==> config.mk <==
export PLATFORM = sky130hd
export DESIGN_NAME = systolic_ctrl
export DESIGN_NICKNAME = d
export VERILOG_FILES = /design/src/rtl/systolic_ctrl.sv
export SDC_FILE = /design/constraint.sdc
export NUM_CORES = 1
export LEC_CHECK = 0
export CAP_MARGIN = 10
export CORE_UTILIZATION = 45
export CTS_CLUSTER_DIAMETER = 120
export DETAILED_ROUTE_END_ITERATION = 16
export GPL_TIMING_DRIVEN = 1
export PLACE_DENSITY_LB_ADDON = 0.05
export SYNTH_ARGS = -nofsm -noshare
export SYNTH_HDL_FRONTEND = slang
export SYNTH_SLANG_ARGS = --single-unit
==> constraint.sdc <==
create_clock -name clk -period 4.17 [get_ports clk]
set_input_delay 0.834 -clock clk [delete_from_list [all_inputs] [get_ports clk]]
set_output_delay 0.834 -clock clk [all_outputs]
set_load 0.05 [all_outputs]
==> src/rtl/systolic_ctrl.sv <==
// systolic_ctrl: sequencer for a 4x4 systolic matrix-multiply array (y = a*b).
// A 16-word B stream is loaded into a held weight bank. Four A rows are buffered
// and then issued to the array on four enabled cycles. Result rows are collected
// onto a ready/valid stream, and the array is stalled through arr_en under
// backpressure.
//
// Ports:
//   clk, rst_n             clock, asynchronous active-low reset
//   start, reload_b        job start pulse; reload_b=1 loads a new B first
//   busy, done, err        job in flight, completion pulse, sticky drain timeout
//   s_b_*                  B element stream (row-major b00..b33)
//   s_a_*                  A row stream (lane k at [k*WIDTH +: WIDTH])
//   m_y_*                  result row stream, m_y_last on the 4th row
//   arr_*                  array interface (enable, clear, a/b operands, results)
module systolic_ctrl #(
  parameter int unsigned WIDTH     = 16,
  parameter int unsigned DRAIN_MAX = 32
) (
  input  logic                  clk,
  input  logic                  rst_n,
  input  logic                  start,
  input  logic                  reload_b,
  output logic                  busy,
  output logic                  done,
  output logic                  err,
  input  logic [WIDTH-1:0]      s_b_data,
  input  logic                  s_b_valid,
  output logic                  s_b_ready,
  input  logic [4*WIDTH-1:0]    s_a_data,
  input  logic                  s_a_valid,
  output logic                  s_a_ready,
  output logic [4*WIDTH-1:0]    m_y_data,
  output logic                  m_y_valid,
  input  logic                  m_y_ready,
  output logic                  m_y_last,
  output logic                  arr_en,
  output logic                  arr_clr,
  output logic [4*WIDTH-1:0]    arr_a,
  output logic                  arr_in_valid,
  output logic [16*WIDTH-1:0]   arr_b,
  input  logic [4*WIDTH-1:0]    arr_y,
  input  logic                  arr_out_valid
);

  localparam int unsigned DW = $clog2(DRAIN_MAX + 1);

  typedef enum logic [2:0] {StIdle, StLoadB, StLoadA, StIssue, StDrain} state_e;

  state_e               state_q, state_d;
  logic [WIDTH-1:0]     b_bank_q [16];
  logic [4*WIDTH-1:0]   a_buf_q  [4];
  logic [3:0]           b_cnt_q, b_cnt_d;
  logic                 b_loaded_q, b_loaded_d;
  logic [1:0]           a_cnt_q, a_cnt_d;     // A load index, reused as issue index
  logic [1:0]           row_cnt_q, row_cnt_d;
  logic [DW-1:0]        drain_cnt_q, drain_cnt_d;
  logic                 err_q, err_d;
  logic                 done_q, done_d;
  logic                 clr_q, clr_d;
  logic [4*WIDTH-1:0]   y_q, y_d;
  logic                 y_valid_q, y_valid_d;
  logic                 y_last_q, y_last_d;

  logic b_we, a_we, capture, y_hs;

  // The array is frozen whenever a held result cannot leave, in every state.
  assign arr_en    = !(y_valid_q && !m_y_ready);
  assign s_b_ready = (state_q == StLoadB);
  assign s_a_ready = (state_q == StLoadA);
  assign b_we      = s_b_ready && s_b_valid;
  assign a_we      = s_a_ready && s_a_valid;
  // Results arriving while idle or loading are stale and dropped.
  assign capture   = arr_out_valid && arr_en && (state_q == StIssue || state_q == StDrain);
  assign y_hs      = y_valid_q && m_y_ready;

  assign busy         = (state_q != StIdle);
  assign done         = done_q;
  assign err          = err_q;
  assign arr_clr      = clr_q;
  assign arr_in_valid = (state_q == StIssue);
  assign arr_a        = (state_q == StIssue) ? a_buf_q[a_cnt_q] : '0;
  assign m_y_data     = y_q;
  assign m_y_valid    = y_valid_q;
  assign m_y_last     = y_valid_q && y_last_q;

  always_comb begin
    for (int i = 0; i < 16; i++) begin
      arr_b[i*WIDTH +: WIDTH] = b_bank_q[i];
    end
  end

  always_comb begin
    state_d     = state_q;
    b_cnt_d     = b_cnt_q;
    b_loaded_d  = b_loaded_q;
    a_cnt_d     = a_cnt_q;
    row_cnt_d   = row_cnt_q;
    drain_cnt_d = drain_cnt_q;
    err_d       = err_q;
    done_d      = 1'b0;
    clr_d       = 1'b0;
    y_d         = y_q;
    y_valid_d   = y_valid_q;
    y_last_d    = y_last_q;

    if (capture) begin
      y_d       = arr_y;
      y_valid_d = 1'b1;
      y_last_d  = (row_cnt_q == 2'd3);
      row_cnt_d = row_cnt_q + 2'd1;
    end else if (y_hs) begin
      y_valid_d = 1'b0;
    end

    unique case (state_q)
      StIdle: begin
        if (start) begin
          clr_d       = 1'b1;
          err_d       = 1'b0;
          row_cnt_d   = '0;
          drain_cnt_d = '0;
          a_cnt_d     = '0;
          b_cnt_d     = '0;
          state_d     = (reload_b || !b_loaded_q) ? StLoadB : StLoadA;
        end
      end
      StLoadB: begin
        if (b_we) begin
          b_cnt_d = b_cnt_q + 4'd1;
          if (b_cnt_q == 4'd15) begin
            b_loaded_d = 1'b1;
            state_d    = StLoadA;
          end
        end
      end
      StLoadA: begin
        if (a_we) begin
          a_cnt_d = a_cnt_q + 2'd1;
          if (a_cnt_q == 2'd3) state_d = StIssue;
        end
      end
      StIssue: begin
        if (arr_en) begin
          a_cnt_d = a_cnt_q + 2'd1;
          if (a_cnt_q == 2'd3) state_d = StDrain;
        end
      end
      StDrain: begin
        if (y_hs && y_last_q) begin
          done_d  = 1'b1;
          state_d = StIdle;
        end else if (capture) begin
          drain_cnt_d = '0;
        end else if (arr_en) begin
          drain_cnt_d = drain_cnt_q + DW'(1);
          if (drain_cnt_q + DW'(1) == DW'(DRAIN_MAX)) begin
            err_d   = 1'b1;
            state_d = StIdle;
          end
        end
      end
      default: state_d = StIdle;
    endcase
  end

  always_ff @(posedge clk or negedge rst_n) begin
    if (!rst_n) begin
      state_q     <= StIdle;
      b_cnt_q     <= '0;
      b_loaded_q  <= 1'b0;
      a_cnt_q     <= '0;
      row_cnt_q   <= '0;
      drain_cnt_q <= '0;
      err_q       <= 1'b0;
      done_q      <= 1'b0;
      clr_q       <= 1'b0;
      y_q         <= '0;
      y_valid_q   <= 1'b0;
      y_last_q    <= 1'b0;
      for (int i = 0; i < 16; i++) b_bank_q[i] <= '0;
      for (int i = 0; i < 4; i++)  a_buf_q[i]  <= '0;
    end else begin
      state_q     <= state_d;
      b_cnt_q     <= b_cnt_d;
      b_loaded_q  <= b_loaded_d;
      a_cnt_q     <= a_cnt_d;
      row_cnt_q   <= row_cnt_d;
      drain_cnt_q <= drain_cnt_d;
      err_q       <= err_d;
      done_q      <= done_d;
      clr_q       <= clr_d;
      y_q         <= y_d;
      y_valid_q   <= y_valid_d;
      y_last_q    <= y_last_d;
      if (b_we) b_bank_q[b_cnt_q] <= s_b_data;
      if (a_we) a_buf_q[a_cnt_q]  <= s_a_data;
    end
  end

endmodule

==> results.py, run 1 <==
metrics = {
    "clock_tree": {
        "post_cts_buffers": 0,
        "numCtsBuffers": 67,
        "clock_latency_on_the_worst_skew_pair_ps": 590,
        "cts.sink_count": 599,
        "max-clock-path-buffers": 3,
        "cts.repair.resized": 0,
        "clkSlewWorstSetupHoldPaths_ps": 50,
        "cts_htree_levels": 3,
        "ctsRootBufferMaster": "clkbuf_16",
        "hold_buffer_count_at_cts": 0,
        "tritoncts": "done",
    },
    "floorplanning": {
        "io_pins": 546,
        "start_util": 0.457,
        "standard_cell_row_count": 85,
        "die_area_sq_um": 55900,
        "die_width_microns": 236,
        "fp.dieH_microns": 236,
        "placeableCoreArea_sq_um": 54000,
    },
    "yosys": {
        "postSynth.topFlopCell": "dfrtp_1",
        "synthesized_flop_and_latch_total": 599,
        "synth-edff-count": 0,
        "cell_type_contributing_the_most_total_cell_area_after_synthesis": "dfrtp_1",
        "synth_area_leaders": "dfrtp_1 61%, mux2_2 26%, mux4_2 5.8%",
        "synth_area_sq_um": 24700,
        "synth_sequential_area_ratio": 0.607,
        "asyncSetResetFlopFracSynth": 1.00,
        "synth_cell_type_count": 41,
        "synth_fp_nets": 1707,
        "synth_top_area_frac": 0.607,
        "synthesis.instances": 1545,
        "avgSynthCellArea_sq_um": 16.0,
        "synthesis_warnings": 0,
    },
    "timing": {
        "timing.setup.tns_ps": 0,
        "slew-limit-headroom": 0.397,
        "clock_skew_ps": 23.9,
        "grt_setup_unrepaired": "no",
        "maxClockFrequency_mhz": 265,
        "final_min_period_over_clock_period": 0.906,
        "timing.final.max_slew_violations": 0,
        "timing_hold_violations_final": 0,
        "worst-slew-pin-transition_ps": 902,
        "timing.final.crit_period_ps": 3780,
        "finalSetupViolations": 0,
        "hold_slack_ps": 224,
    },
    "routing": {
        "route.detailed.wl_per_inst_microns": 24.2,
        "ant_nets": 0,
        "route.vias.total": 15300,
        "routed_wl_microns": 68800,
        "drt_pass1_iterations": 4,
        "viasPerCell": 5.37,
        "drcViolationCount": 0,
        "drt_iter0_drc": 534,
    },
    "global_routing": {
        "antenna_found_initial": 7,
        "grt_start_max_net_pins": 113,
        "grt_pass1_wl_microns": 105000,
        "first_global_vias": 16300,
        "grt_overflow": 0,
        "grt_use_total": 0.250,
    },
    "pwr": {
        "report.power.total_mw": 24.7,
        "static-leakage-power_nw": 15.2,
        "peakVddDrop_mv": 0.401,
        "pwr_density_cell_nw_per_um2": 743,
    },
    "critical_path": {
        "worst_ep_required_time_ps": 3340,
        "critical_path_peak_fanout": 20,
        "cp-start-kind": "register",
        "critical_path.slowest_cell": "clkdlybuf4s50_1",
        "critical_path.cell_chain": "buf_4 -> mux4_2 -> and3_1 -> clkdlybuf4s50_1",
        "timing_worst_setup_path_type": "register to output pin",
        "worst_setup_ep_type": "output pin",
        "slowest_delay_ps": 700,
        "worst-endpoint-arrival_ps": 2950,
    },
    "layout": {
        "area_growth_pct": 34.4,
        "fillers": 4108,
        "fin_nets": 2259,
        "final_layout_size_suffix_gt1_frac": 0.376,
    },
    "job": {
        "max_cap_violations": 0,
    },
    "placed_design": {
        "place.gp.congestion": 0.850,
        "detailedPlacementHpwl_microns": 48100,
        "buffer_ports.inserted": 545,
    },
    "min_path": {
        "hold_path_class": "input pin to asynchronous set/reset pin",
    },
    "run_status": {
        "status": "complete, no violations",
    },
}
[flip-flops by register name, indices dropped and copies added (netlist names)]
name	cells
err	1
state_q	3
arr_clr	1
arr_b	256
a_cnt_q	2
y_last_q	1
done	1
b_loaded_q	1
row_cnt_q	2
b_cnt_q	4
m_y_data	64
a_buf_q	256
drain_cnt_q	6
m_y_valid	1
[report_power, final]
part	switching (mW)	internal, mW
Combinational	5.60	4.42
Clock	2.29	3.59
Sequential	1.02	7.77
[final timing paths]
| kind | endpoint | slack (ps) | from | cells after the start |
|---|---|---|---|---|
| setup / recovery | arr_a[2] | 390 | a_cnt_q[0]$_DFFE_PN0P_ | 4 |
| min in group clk | b_loaded_q$_DFFE_PN0P_ | 480 | b_loaded_q$_DFFE_PN0P_ | 1 |
| hold reg to reg | b_loaded_q$_DFFE_PN0P_ | 480 | b_loaded_q$_DFFE_PN0P_ | 1 |
| hold / removal | arr_b[23]$_DFFE_PN0P_ | 220 | rst_n | 1 |
| setup reg to reg | a_buf_q[208]$_DFFE_PN0P_ | 1430 | state_q[1]$_DFFE_PN0P_ | 6 |
| max in group asynchronous | a_buf_q[54]$_DFFE_PN0P_ | 2690 | rst_n | 3 |
[cells by family after synthesis]
group / Yosys count / share of synthesized area
mux: 644 / 0.323
fa+ha+maj: 10 / 0.00506
simple gates: 146 / 0.0347
xor+xnor: 3 / 0.00106
buf+inv: 116 / 0.0229
compound gates: 27 / 0.00699
flops: 599 / 0.607
[layer usage]
layer / wire length (microns) / up-vias / GRT usage / part of all wire
met2: 34800 / 392 / 0.421 / 0.51
li1: - / 6718 / - / -
met1: 27500 / 8041 / 0.308 / 0.40
met3: 4600 / 103 / 0.0706 / 0.067
met5: 46 / - / 0 / 0.00067
met4: 1880 / 8 / 0.0885 / 0.027
[worst max-delay path: cells and delay by family, from the launching register on]
family                 cells  cell delay, ps
AND/OR/NAND/NOR            1             210
multiplexers               1             620
buffers and inverters      2            1090
flip-flops                 1             430
[final cells by class]
cell class	count	area, sq um	area share
multi-input cells	830	9180	0.276
diodes	3	7.51	0.000226
flip-flops and latches	599	15000	0.452
clock inverters	15	206	0.00622
well taps	696	871	0.0262
repair buffers	588	5920	0.178
inverters	11	41.3	0.00124
clock buffers	101	1990	0.0599
[synthesized netlist by cell type (all sizes together) (6+ instances only)]
master and n:
and3 68, nor2 14, dfrtp 599, o21ai 11, ha 10, nand2 28, nor2b 6, mux2 579
mux4 64, inv 11, buf 66, and2 6, clkbuf 39
[per-stage QoR]
stage / utilization / cells / instance area [sq um] / worst slack, ps
2_1_floorplan: - / 1545 / 24700 / 1400
3_3_place_gp: 0.574 / 2724 / 31000 / 934
3_5_place_dp: 0.574 / 2724 / 31000 / 927
4_1_cts: 0.614 / 2840 / 33200 / 331
5_1_grt: 0.615 / 2842 / 33200 / 292
6_report: 0.615 / 2843 / 33200 / 391
[cells in the final DEF (no fill, tap or decap), types with 2 or more instances in the layout]
master           count
o211ai_1             2
nand4_1              4
mux4_2              64
mux2_2             579
nor2b_1              5
and3_1              68
bufinv_16            5
nor3_1               5
ha_1                10
nor2_1              13
diode_2              3
nand2b_1             3
clkinv_2             8
clkbuf_16           71
inv_1               11
dfrtp_2              2
clkdlybuf4s50_1    544
buf_4               32
nand2_1             16
buf_12              11
nand2_2             12
a21oi_1              5
xor2_1               3
clkbuf_8            10
o31ai_1              2
dfrtp_1            596
nand3_1              5
o21ai_0             11
clkbuf_1            20
and2_1               6
(Power assumes the default switching activity.)
==> run 2: changes to the inputs <==
--- a/config.mk
+++ b/config.mk
@@ -10,7 +10,7 @@
 export CTS_CLUSTER_DIAMETER = 120
 export DETAILED_ROUTE_END_ITERATION = 16
 export GPL_TIMING_DRIVEN = 1
-export PLACE_DENSITY_LB_ADDON = 0.05
+export PLACE_DENSITY = 0.81
 export SYNTH_ARGS = -nofsm -noshare
 export SYNTH_HDL_FRONTEND = slang
 export SYNTH_SLANG_ARGS = --single-unit
==> constraint.sdc (replaced) <==
create_clock -name clk -period 3.3 [get_ports clk]
set_input_delay 0.66 -clock clk [delete_from_list [all_inputs] [get_ports clk]]
set_output_delay 0.66 -clock clk [all_outputs]
set_load 0.05 [all_outputs]
==> run 2 against run 1 <==
Net effect: clock-buffer cell count down 13; die area unchanged; clock power up 21%; critical path depth unchanged; sequential power up 26%; largest cell class unchanged.
==> results.py, run 2 (synthesis gave the netlist of run 1 again) <==
metrics = {
    "clock_tree": {
        "cts.sink_count": 599,
        "tritoncts": "done",
        "clock_latency_on_the_worst_skew_pair_ps": 610,
        "clkSlewWorstSetupHoldPaths_ps": 60,
        "hold_buffer_count_at_cts": 0,
        "ctsRootBufferMaster": "clkbuf_16",
        "max-clock-path-buffers": 3,
        "cts_htree_levels": 2,
        "numCtsBuffers": 61,
    },
    "critical_path": {
        "slowest_delay_ps": 690,
        "cp-start-kind": "register",
        "worst_ep_required_time_ps": 2640,
        "ff_to_ff_path_depth": 5,
        "worst-endpoint-arrival_ps": 2570,
        "critical_path.cell_chain": "buf_4 -> mux4_2 -> and3_1 -> clkdlybuf4s50_1",
        "critical_path_peak_fanout": 4,
        "worst_setup_ep_type": "output pin",
        "critical_path.slowest_cell": "clkdlybuf4s50_1",
        "timing_worst_setup_path_type": "register to output pin",
    },
    "routing": {
        "route.vias.total": 15500,
        "top_layer_used": "met5",
        "drcViolationCount": 0,
        "viasPerCell": 5.44,
        "drt_pass1_iterations": 4,
        "met2WireLength_microns": 33500,
        "ant_nets": 0,
        "drt_iter0_drc": 776,
        "routed-wl-met3_microns": 4720,
        "drt-met1-wl_microns": 26400,
        "route.detailed.wl_per_inst_microns": 23.4,
        "routed_wl_microns": 66600,
    },
    "global_routing": {
        "grt_overflow": 0,
        "antenna_found_initial": 9,
        "grt_use_total": 0.239,
        "grt_pass1_wl_microns": 102000,
        "grt_start_max_net_pins": 81,
        "first_global_vias": 16700,
    },
    "timing": {
        "slew-limit-headroom": 0.336,
        "final_min_period_over_clock_period": 0.979,
        "timing_hold_violations_final": 0,
        "clock_skew_ps": 14.8,
        "timing.setup.tns_ps": 0,
        "maxClockFrequency_mhz": 310,
        "grt_setup_unrepaired": "no",
        "worst-slew-pin-transition_ps": 993,
        "timing.final.crit_period_ps": 3230,
        "finalSetupViolations": 0,
        "timing.final.max_slew_violations": 0,
    },
    "pwr": {
        "peakVddDrop_mv": 0.734,
        "pwr_density_cell_nw_per_um2": 932,
        "report.power.total_mw": 30.9,
        "static-leakage-power_nw": 15.5,
    },
    "floorplanning": {
        "fp.dieH_microns": 236,
        "start_util": 0.457,
        "standard_cell_row_count": 85,
        "die_area_sq_um": 55900,
        "die_width_microns": 236,
        "io_pins": 546,
        "placeableCoreArea_sq_um": 54000,
    },
    "layout": {
        "fin_nets": 2262,
        "final_cells": 2852,
        "area_growth_pct": 34.3,
        "final_common_cell": "dfrtp_1",
        "layout.cells.most_common_list": "596 x dfrtp_1, 579 x mux2_2, 479 x clkdlybuf4s50_1, 83 x buf_4, 68 x and3_1",
        "final_layout_size_suffix_gt1_frac": 0.406,
        "final_cell_area_sq_um": 33200,
    },
    "placed_design": {
        "placedInstanceArea_sq_um": 31000,
        "dp.cells": 2729,
        "detailedPlacementHpwl_microns": 46100,
        "buffer_ports.inserted": 545,
        "place.gp.congestion": 0.832,
    },
    "run_status": {
        "status": "complete, no violations",
    },
    "job": {
        "max_cap_violations": 0,
    },
    "min_path": {
        "hold_path_class": "input pin to asynchronous set/reset pin",
    },
}
run 2: repair_timing:
item	4_1_cts	5_1_grt
setup endpoints to repair	59	4
resized for setup	12	4
setup buffers	4	0
endpoints found under the hold margin	0	0
run 2: worst paths after layout:
kind,start,endpoint,slack [ps]
min in group clk,b_loaded_q$_DFFE_PN0P_,b_loaded_q$_DFFE_PN0P_,480
min,rst_n,a_buf_q[91]$_DFFE_PN0P_,60
min reg2reg,b_loaded_q$_DFFE_PN0P_,b_loaded_q$_DFFE_PN0P_,480
max,a_cnt_q[0]$_DFFE_PN0P_,arr_a[11],70
max reg2reg,a_cnt_q[1]$_DFFE_PN0P_,state_q[2]$_DFFE_PN0P_,860
max in group asynchronous,rst_n,a_buf_q[200]$_DFFE_PN0P_,2250
run 2: layer usage:
| metal | GRT usage | up-vias |
|---|---|---|
| met1 | 0.291 | 8189 |
| li1 | - | 6710 |
| met2 | 0.405 | 484 |
| met5 | 0 | - |
| met4 | 0.0807 | 12 |
| met3 | 0.0693 | 110 |
run 2: metrics by stage:
step / hold WS (ps) / worst slack (ps) / utilization
floorplan: 364 / 680 / -
global placement: 476 / 490 / 0.574
detailed placement: 469 / 436 / 0.574
CTS: 69.9 / 3.79 / 0.614
global route: 89.2 / 3.93 / 0.614
finish: 61.1 / 70.4 / 0.614
run 2: worst max-delay path, delay by kind of cell (launching register included):
| kind | cells | cell delay [ps] |
|---|---|---|
| buf+inv | 2 | 850 |
| simple gates | 1 | 190 |
| flops | 1 | 430 |
| mux | 1 | 490 |
run 2: power by group:
group	switching (mW)	internal (mW)	leakage (nW)	total, mW
clock	2.88	4.22	1.04	7.10
combinational	7.12	5.56	6.69	12.7
sequential	1.31	9.82	7.74	11.1
run 2: cell type report:
class	count	area, sq um
Inverter	11	41.3
Clock inverter	28	292
Sequential cell	599	15000
Timing Repair Buffer	597	5950
Multi-Input combinational cell	830	9200
Antenna cell	3	7.51
Clock buffer	88	1820
Fill cell	3920	20900
Tap cell	696	871
==> run 3: changes to the inputs <==
--- a/config.mk
+++ b/config.mk
@@ -6,6 +6,7 @@
 export NUM_CORES = 1
 export LEC_CHECK = 0
 export CAP_MARGIN = 10
+export CORE_ASPECT_RATIO = 0.9
 export CORE_UTILIZATION = 45
 export CTS_CLUSTER_DIAMETER = 120
 export DETAILED_ROUTE_END_ITERATION = 16
==> run 3 against run 2 <==
Net effect: worst hold slack worse by 13 ps; largest power group unchanged; clock-buffer cell count is 1 higher; cell area is 0.39% lower; critical endpoint is now arr_a[38].
==> results.py, run 3 (synthesis gave the netlist of run 1 again) <==
metrics = {
    "run_status": {
        "status": "complete, no violations",
    },
    "min_path": {
        "hold_path_class": "input pin to asynchronous set/reset pin",
    },
    "placed_design": {
        "dp.cells": 2739,
        "place.gp.congestion": 0.849,
        "detailedPlacementHpwl_microns": 45900,
        "buffer_ports.inserted": 545,
    },
    "routing": {
        "viasPerCell": 5.41,
        "route.vias.total": 15400,
        "drt_iter0_drc": 550,
        "route.detailed.wl_per_inst_microns": 23.3,
        "drt_pass1_iterations": 4,
        "ant_nets": 0,
        "routed_wl_microns": 66600,
        "drcViolationCount": 0,
    },
    "timing": {
        "timing.final.max_slew_violations": 0,
        "timing_hold_violations_final": 0,
        "maxClockFrequency_mhz": 314,
        "finalSetupViolations": 0,
        "timing.final.crit_period_ps": 3190,
        "timing.setup.tns_ps": 0,
        "grt_setup_unrepaired": "no",
        "worst-slew-pin-transition_ps": 952,
        "clock_skew_ps": 29.4,
        "final_min_period_over_clock_period": 0.966,
        "slew-limit-headroom": 0.364,
    },
    "critical_path": {
        "crit_buf_inv": 3,
        "path_delay_family": "buffers and inverters",
        "worst_setup_ep_type": "output pin",
        "critical_path.cell_chain": "buf_4 -> bufbuf_16 -> mux4_2 -> and3_1 -> buf_4",
        "timing_worst_setup_path_type": "register to output pin",
        "r2r-end": "a_buf_q[108]$_DFFE_PN0P_",
        "worst_ep_required_time_ps": 2640,
        "ff_to_ff_path_depth": 8,
        "slowest_delay_ps": 510,
        "critical_path_peak_fanout": 22,
        "worst_path_most_repeated_cell": "buf_4",
        "r2r_setup_slack_ps": 750,
        "critical_path.slowest_cell": "mux4_2",
        "worst-endpoint-arrival_ps": 2530,
        "cp-start-kind": "register",
        "worstReg2RegStart": "state_q[2]$_DFFE_PN0P_",
    },
    "pwr": {
        "power_frac_comb": 0.417,
        "power_switching_mw": 11.3,
        "power.internal_mw": 19.4,
        "peakVddDrop_mv": 0.599,
        "swShare": 0.369,
        "power.clock.fraction": 0.221,
        "power.share.sequential": 0.362,
        "static-leakage-power_nw": 15.4,
        "pwr_density_cell_nw_per_um2": 929,
    },
    "layout": {
        "fillers": 3985,
        "layout.cells.most_common_list": "596 x dfrtp_1, 579 x mux2_2, 477 x clkdlybuf4s50_1, 88 x buf_4, 68 x and3_1",
        "area_growth_pct": 33.7,
        "fin_nets": 2262,
        "final_cells": 2852,
        "final_layout_size_suffix_gt1_frac": 0.405,
        "final_common_cell": "dfrtp_1",
        "final_core_util": 0.608,
    },
    "floorplanning": {
        "die_area_sq_um": 55900,
        "die_width_microns": 249,
        "io_pins": 546,
        "placeableCoreArea_sq_um": 54300,
        "start_util": 0.455,
        "fp.dieH_microns": 224,
        "standard_cell_row_count": 81,
    },
    "clock_tree": {
        "clock_latency_on_the_worst_skew_pair_ps": 620,
        "clkSlewWorstSetupHoldPaths_ps": 60,
        "hold_buffer_count_at_cts": 0,
        "max-clock-path-buffers": 3,
        "ctsRootBufferMaster": "clkbuf_16",
        "cts.sink_count": 599,
        "numCtsBuffers": 59,
        "tritoncts": "done",
        "cts_htree_levels": 2,
    },
    "global_routing": {
        "grt_pass1_wl_microns": 102000,
        "grt_start_max_net_pins": 75,
        "antenna_found_initial": 6,
        "grt_use_total": 0.239,
        "first_global_vias": 16600,
        "grt_overflow": 0,
    },
    "job": {
        "max_cap_violations": 0,
    },
}
run 3: how the worst max path moves through the flow:
stage	start	endpoint	depth (start not counted)	slack, ps
finish	a_cnt_q[0]$_DFFE_PN0P_	arr_a[38]	5	110
global placement	a_cnt_q[0]$_DFFE_PN0P_	arr_a[5]	4	420
CTS	a_cnt_q[1]$_DFFE_PN0P_	arr_a[5]	4	40
floorplan	state_q[1]$_DFFE_PN0P_	arr_b[10]$_DFFE_PN0P_	8	680
detailed placement	a_cnt_q[0]$_DFFE_PN0P_	arr_a[5]	4	410
global route	a_cnt_q[0]$_DFFE_PN0P_	arr_a[35]	5	5
run 3: metal layers:
layer	vias to the layer above	part of all wire	GRT usage
met3	137	0.073	0.0702
met5	-	0.0011	0
li1	6705	-	-
met1	8142	0.40	0.290
met4	10	0.033	0.0856
met2	448	0.50	0.405
run 3: power by group through the flow:
stage | registers [mW] | clock network, mW | logic, mW
after global placement | 11.1 | 0 | 12.4
final | 11.1 | 6.77 | 12.8
after CTS | 11.1 | 6.91 | 12.9
after detailed placement | 11.3 | 0 | 12.7
after floorplan | 13.7 | 0 | 5.98
after global routing | 11.4 | 7.20 | 13.4
run 3: final cells by class:
class                           instances  area (sq um)  share of cell area
Clock inverter                         18           156             0.00473
Antenna cell                            1          2.50           0.0000757
Inverter                               11          41.3             0.00125
Sequential cell                       599         15000               0.454
Tap cell                              705           882              0.0267
Multi-Input combinational cell        830          9200               0.278
Clock buffer                           89          1810              0.0548
Timing Repair Buffer                  599          5960               0.180
run 3: repair_timing:
action / 4_1_cts / 5_1_grt
setup endpoints to repair: 63 / 1
gates cloned: 1 / 0
pin swaps: 0 / 0
resized for setup: 17 / 1
setup buffers: 4 / 0
endpoints found under the hold margin: 0 / 0
run 3: stage by stage:
step                instance area, sq um  total power, mW  hold WS (ps)  setup slack (ps)
finish                             33000             30.7          47.7               112
CTS                                33000             30.9          58.3              35.6
detailed placement                 31000             24.0           487               412
floorplan                          24700             19.7           364               680
global placement                   31000             23.5           480               419
global route                       33000             32.0          71.1              5.27
